`src/rtl/vnc2_uart_rx.sv`:
```
// 8N1 serial receiver feeding the RK keyboard matrix decoder.
// The decoder samples data every clock, so data only ever changes on a good stop bit.
module vnc2_uart_rx #(
  parameter int unsigned CLKS_PER_BIT = 434,
  parameter int unsigned HALF_BIT     = CLKS_PER_BIT / 2
) (
  input  logic       clk,
  input  logic       reset,
  input  logic       rx,
  output logic [7:0] data,
  output logic       valid,
  output logic       frame_err,
  output logic       busy
);

  localparam int unsigned CntW = (CLKS_PER_BIT > 1) ? $clog2(CLKS_PER_BIT) : 1;

  typedef enum logic [2:0] {StIdle, StStart, StData, StStop, StBreak} state_e;

  state_e            state_q, state_d;
  logic              rx_meta_q, rx_s_q;
  logic [CntW-1:0]   cnt_q, cnt_d;
  logic [2:0]        idx_q, idx_d;
  logic [7:0]        shift_q, shift_d;
  logic [7:0]        data_q, data_d;
  logic              valid_q, valid_d;
  logic              frame_err_q, frame_err_d;
  logic              bit_done, half_done;

  // Two-flop synchroniser; both stages idle high so reset never looks like a start bit.
  always_ff @(posedge clk or posedge reset) begin
    if (reset) begin
      rx_meta_q <= 1'b1;
      rx_s_q    <= 1'b1;
    end else begin
      rx_meta_q <= rx;
      rx_s_q    <= rx_meta_q;
    end
  end

  always_ff @(posedge clk or posedge reset) begin
    if (reset) begin
      state_q     <= StIdle;
      cnt_q       <= '0;
      idx_q       <= '0;
      shift_q     <= '0;
      data_q      <= 8'h00;
      valid_q     <= 1'b0;
      frame_err_q <= 1'b0;
    end else begin
      state_q     <= state_d;
      cnt_q       <= cnt_d;
      idx_q       <= idx_d;
      shift_q     <= shift_d;
      data_q      <= data_d;
      valid_q     <= valid_d;
      frame_err_q <= frame_err_d;
    end
  end

  assign bit_done  = (cnt_q == CntW'(CLKS_PER_BIT - 1));
  assign half_done = (cnt_q == CntW'(HALF_BIT - 1));

  always_comb begin
    state_d     = state_q;
    cnt_d       = cnt_q;
    idx_d       = idx_q;
    shift_d     = shift_q;
    data_d      = data_q;
    valid_d     = 1'b0;
    frame_err_d = 1'b0;
    unique case (state_q)
      StIdle: begin
        if (!rx_s_q) begin
          state_d = StStart;
          cnt_d   = '0;
        end
      end
      StStart: begin
        if (half_done) begin
          cnt_d   = '0;
          idx_d   = '0;
          // A start bit that is high again at its middle was a glitch.
          state_d = rx_s_q ? StIdle : StData;
        end else begin
          cnt_d = cnt_q + CntW'(1);
        end
      end
      StData: begin
        if (bit_done) begin
          shift_d[idx_q] = rx_s_q;
          cnt_d          = '0;
          if (idx_q == 3'd7) state_d = StStop;
          else               idx_d   = idx_q + 3'd1;
        end else begin
          cnt_d = cnt_q + CntW'(1);
        end
      end
      StStop: begin
        if (bit_done) begin
          cnt_d = '0;
          // Leaving at the stop-bit middle lets a back-to-back start edge be caught.
          if (rx_s_q) begin
            data_d  = shift_q;
            valid_d = 1'b1;
            state_d = StIdle;
          end else begin
            frame_err_d = 1'b1;
            state_d     = StBreak;
          end
        end else begin
          cnt_d = cnt_q + CntW'(1);
        end
      end
      StBreak: begin
        if (rx_s_q) state_d = StIdle;
      end
      default: state_d = StIdle;
    endcase
  end

  always_comb begin
    busy      = (state_q != StIdle);
    data      = data_q;
    valid     = valid_q;
    frame_err = frame_err_q;
  end

endmodule

```
`config.mk`:
```
export PLATFORM = sky130hd
export DESIGN_NAME = vnc2_uart_rx
export DESIGN_NICKNAME = d
export VERILOG_FILES = /design/src/rtl/vnc2_uart_rx.sv
export SDC_FILE = /design/constraint.sdc
export NUM_CORES = 1
export LEC_CHECK = 0
export CAP_MARGIN = 40
export CORE_MARGIN = 4
export CORE_UTILIZATION = 40
export CTS_BUF_LIST = sky130_fd_sc_hd__clkbuf_4
export DETAILED_ROUTE_END_ITERATION = 8
export GPL_ROUTABILITY_DRIVEN = 0
export GPL_TIMING_DRIVEN = 1
export PLACE_DENSITY_LB_ADDON = 0.15
export RECOVER_POWER = 100
export SYNTH_ARGS = -nofsm -noshare
export SYNTH_HDL_FRONTEND = slang
export SYNTH_SLANG_ARGS = --single-unit
```
`constraint.sdc`:
```
create_clock -name clk -period 2.8 [get_ports clk]
set_clock_uncertainty 0.15 [all_clocks]
set_input_delay 0.28 -clock clk [delete_from_list [all_inputs] [get_ports clk]]
set_output_delay 0.28 -clock clk [all_outputs]
set_load 0.005 [all_outputs]
```
# == Word level (Yosys, flattened, before mapping) ==
# Cells that the tools add are included.
# op_classes
add_sub_neg,2
n_eq_ne,14
magnitude_cmp,2
reduce_logical,11
muxes,26
# op_table
op,count
2-to-1 mux 3 bit,10
2-to-1 mux 9 bit,3
case mux 9 bit (3 select lines),1
case mux 3 bit (5 select lines),1
"inequality test 2 bit, second input constant",7
"adder 9 x 1 -> 9 bit, second input constant",1
"equality test 9 x 8 -> 1 bit, second input constant",1
"equality test 9 bit, second input constant",1
bitwise mux 8 bit,1
2-to-1 mux 1 bit,7
"equality test 3 x 2 -> 1 bit, second input constant",2
"equality test 3 bit, second input constant",2
case mux 3 bit (2 select lines),1
AND reduction 6 bit,1
nonzero test 3 bit,2
"< comparator 3 x 4 -> 1 bit, second input constant",1
AND reduction 2 bit,2
AND reduction 4 bit,1
"adder 3 x 1 -> 3 bit, second input constant",1
demux 1 bit (select 3 bit),1
"equality test 3 x 1 -> 1 bit, second input constant",1
"greater-or-equal comparator 3 x 1 -> 1 bit, second input constant",1
logical NOT 3 bit,1
AND reduction 3 bit,1
4 further kinds,4
# word_totals
input_bits,3
ff_bits,35
word_cells,64
output_inout_bits,11

# == Depth between registers and ports, before layout ==
# logic_depth
ltp_word,5
depth_mapped,7

# == Worst setup path before layout ==
# Ideal clock, no wire load.
# synth_path
kind,register -> register
startpoint,register cnt_q[1]
endpoint,register shift_q[6]
n_path_buf,0
synth_period_minus_slack_ns,2.094
slack_ns,0.706
t_required_ns,2.523
arrival_ns,1.816
path_stages_with_launch,7
path_cell_list,dfrtp_1 inv_1 ha_1 and4_1 nand3_4 or4_1 mux2_1
# synth_via
elab_chain_len,2
# synth_lines
element,line_no,source
start: declaration,22,"logic [CntW-1:0] cnt_q, cnt_d;"
start signal: assignment,52,cnt_q <= cnt_d;
equality test 9 bit,61,assign bit_done = (cnt_q == CntW'(CLKS_PER_BIT - 1));
AND reduction 2 bit (no line),-,
end signal: assignment,54,shift_q <= shift_d;
end: declaration,24,"logic [7:0] shift_q, shift_d;"
# No other way between the ends.
# A chain may end at the register's enable or synchronous reset.

# == Worst setup path after layout ==
# layout_path
startpoint,register cnt_q[0]
endpoint,register cnt_q[5]
# layout_via
elab_chain_len,3
# layout_lines
element,line_no,source
"adder 9 x 1 -> 9 bit, or another cell as far along","86, 96, 112",
"2-to-1 mux 9 bit, on equally long branches","90, 100, 80",
case mux 9 bit (3 select lines) *,72,unique case (state_q)
# Mark *: on every way between the ends. The rest lies on a longest branch, timed or not.

==> results.cfg <==
[routing]
drt-total-wl_mm = 3.60
drtIter0Drc = 104
dr.pass1.iters = 4
vias = 1336
routed_via_density = 5.78
drc = 0
detail_route.wl_per_cell_um = 15.6
antenna_left = 0

[clock_network]
clock_sinks = 35
clockRootBuffer = clkbuf_4
cts_buffer_depth = 2
clk_transition_reported_paths_ns = 0.11
numCtsBuffers = 5
htree_levels = 2
cts_hold_buf = 0
cts_resized = 0
clk_latency_ns = 0.34
cts_tree = yes
post-cts-setup-buffers = 0

[sta]
maxSlewViolCount = 36
hold_viol_final = 0
setup_tns_ns = 0
maxSlewHeadroom = -0.226
hold_slack_ns = 0.214
layout_min_cycle_time_ns = 2.40
rsz0062_at_grt = no
layout_worst_path_cycle_share = 0.857
finalSetupViolations = 0
worst_pin_slew_ns = 1.84
timing.fmax_mhz = 417
setup_slack_ns = 0.400

[worst_setup_path]
end_kind = register
r2r-start = cnt_q[0]$_DFFE_PP0P_
startpoint = cnt_q[0]$_DFFE_PP0P_
r2r_cells = 7
crit_fanout = 7
worst_r2r_endpoint = cnt_q[5]$_DFFE_PP0P_
critical_path_class = register to register
crit_required_ns = 2.86
rrSetupSlack_ns = 0.40
arrival_ns = 2.46
critical_path.endpoint = cnt_q[5]$_DFFE_PP0P_
cp-start-kind = register

[pwr]
power_density_mw_per_mm2 = 403
ir_worst_vdd_v = 0.000269
power.leakage_nw = 0.903
total_power_uw = 804

[die]
core_region_area_mm2 = 0.00414
dieArea_mm2 = 0.00554
io_pins = 14
row_count = 23
fp.dieW_um = 74.5
die-height_um = 74.5
start_util = 0.426

[layout]
fill_cells = 389
multiInputGateArea_um2 = 833
layout-drive-gt1-share = 0.166
utilization = 0.482
area_delta_synth_final_pct = 13.0
fin_area_mm2 = 0.00200
layout.area.seq_um2 = 878
nets = 188
diodes = 0
instances_no_fill = 231

[yosys]
synthSimpleGateAreaFrac = 0.203
synth.most_common_cell = dfrtp_1
synth_edf_count = 0
synth_top_area_frac = 0.467
synth_seq_cells = 35
async_flop_share = 1.00
yosysSeqAreaShare = 0.497
netlist_instances = 163
ys_types = 42
yosys.area.top_type = dfrtp_1
synth_common_cells = dfrtp_1, nand2_1, mux2_2
synth_top_family_by_area = simple AND/OR/NAND/NOR gates
synth_compound_area_frac = 0.110
syn_nets = 171
synth_ff_type = dfrtp_1
synth_warnings = 0
synth_area_leaders = dfrtp_1, mux2_2, nand2_1
synth_xor_area_frac = 0.00992
synth_fa_ha_area_frac = 0.0354
synth_mux_area_frac = 0.120
synth_area_per_cell_um2 = 10.8
netlist_area_mm2 = 0.00177

[placement]
dpl_cell_area_mm2 = 0.00196
dp_cells = 223
port_buffers = 13
dp_hpwl_mm = 2.50
dpl_worst_slack_ns = 0.492

[global_route]
grt_usage = 0.151
grtUsageMet2 = 0.235
use_met3 = 0.0446
grt_overflow_total = 0
grt_pass1_vias = 1286
grt_pass1_wl_mm = 6.32
antenna_found_initial = 0
grt_max_degree = 36
met1_usage = 0.203
grt-busiest-layer = met2

[worst_hold_path]
hp-class = register to register
worstHoldStart = rx_meta_q$_DFF_PP1_

[status]
violations = max-capacitance violations, max-slew violations
status = complete, but fails checks

[job]
max_cap_violations = 1
[metal layers]
metal,vias to the layer above,part of all wire
li1,641,-
met1,652,0.47
met2,34,0.47
met3,9,0.044
met4,0,0.017
met5,-,0
[worst max-delay path, stage by stage (launching register included)]
cell and delay, ns:
dfrtp_1 0.47, inv_1 0.09, ha_1 0.15, nor4b_1 0.54, a211oi_1 0.16, clkbuf_1 0.23
nor2_1 0.33, o211ai_1 0.16
[power breakdown]
part	leakage (nW)	switching, mW	internal, mW	total [mW]
registers	0.467	0.00378	0.508	0.512
logic	0.404	0.0100	0.00282	0.0129
clock network	0.0317	0.173	0.107	0.279
total	0.903	0.187	0.617	0.804
[cells in the final DEF, fill, tap and decap left out, types with 2 or more instances in the layout]
cell type,count
nor2_1,8
or3_1,2
nand3_1,5
nand2_1,18
clkbuf_1,2
dfrtp_1,33
mux2_2,17
and4_1,2
dfstp_2,2
inv_1,5
nor3_1,4
nor4_1,6
ha_1,5
clkbuf_4,6
o22ai_1,3
a21oi_1,6
nand4_1,2
and3_1,2
a211oi_1,2
o21ai_0,5
xnor2_1,2
nand2b_1,2
dlygate4sd3_1,12
or4_1,2
a2111oi_0,2
o31a_1,3
o211ai_1,3
and2b_1,2
[registers in the layout, summed over array words and instances, names as in the netlist]
| signal | count |
|---|---|
| data | 8 |
| valid | 1 |
| rx_s_q | 1 |
| state_q | 3 |
| shift_q | 8 |
| frame_err | 1 |
| cnt_q | 9 |
| rx_meta_q | 1 |
| idx_q | 3 |
[layout make-up]
cell class | instances | area share
multi-input cells | 117 | 0.418
inverters | 5 | 0.00940
flip-flops and latches | 35 | 0.440
repair buffers | 16 | 0.0727
clock buffers | 6 | 0.0226
well taps | 50 | 0.0313
clock inverters | 2 | 0.00627
[how the worst min path moves through the flow]
stage / slack [ns] / cells past startpoint / endpoint
CTS: 0.18 / 3 / state_q[2]$_DFFE_PP0P_
detailed placement: 0.20 / 0 / rx_s_q$_DFF_PP1_
finish: 0.21 / 0 / rx_s_q$_DFF_PP1_
floorplan: 0.13 / 0 / rx_meta_q$_DFF_PP1_
global route: 0.23 / 0 / rx_s_q$_DFF_PP1_
global placement: 0.20 / 0 / rx_s_q$_DFF_PP1_
[cells by family (layout without fill, tap and decap cells)]
kind of cell,count (synthesis),in the layout
AND/OR/NAND/NOR,62,62
flip-flops,35,35
AO/OA/AOI/OAI,29,29
multiplexers,19,19
buffers and inverters,11,29
adder cells (fa/ha/maj),5,5
XOR/XNOR,2,2
Power figures use the tool's default switching activity.
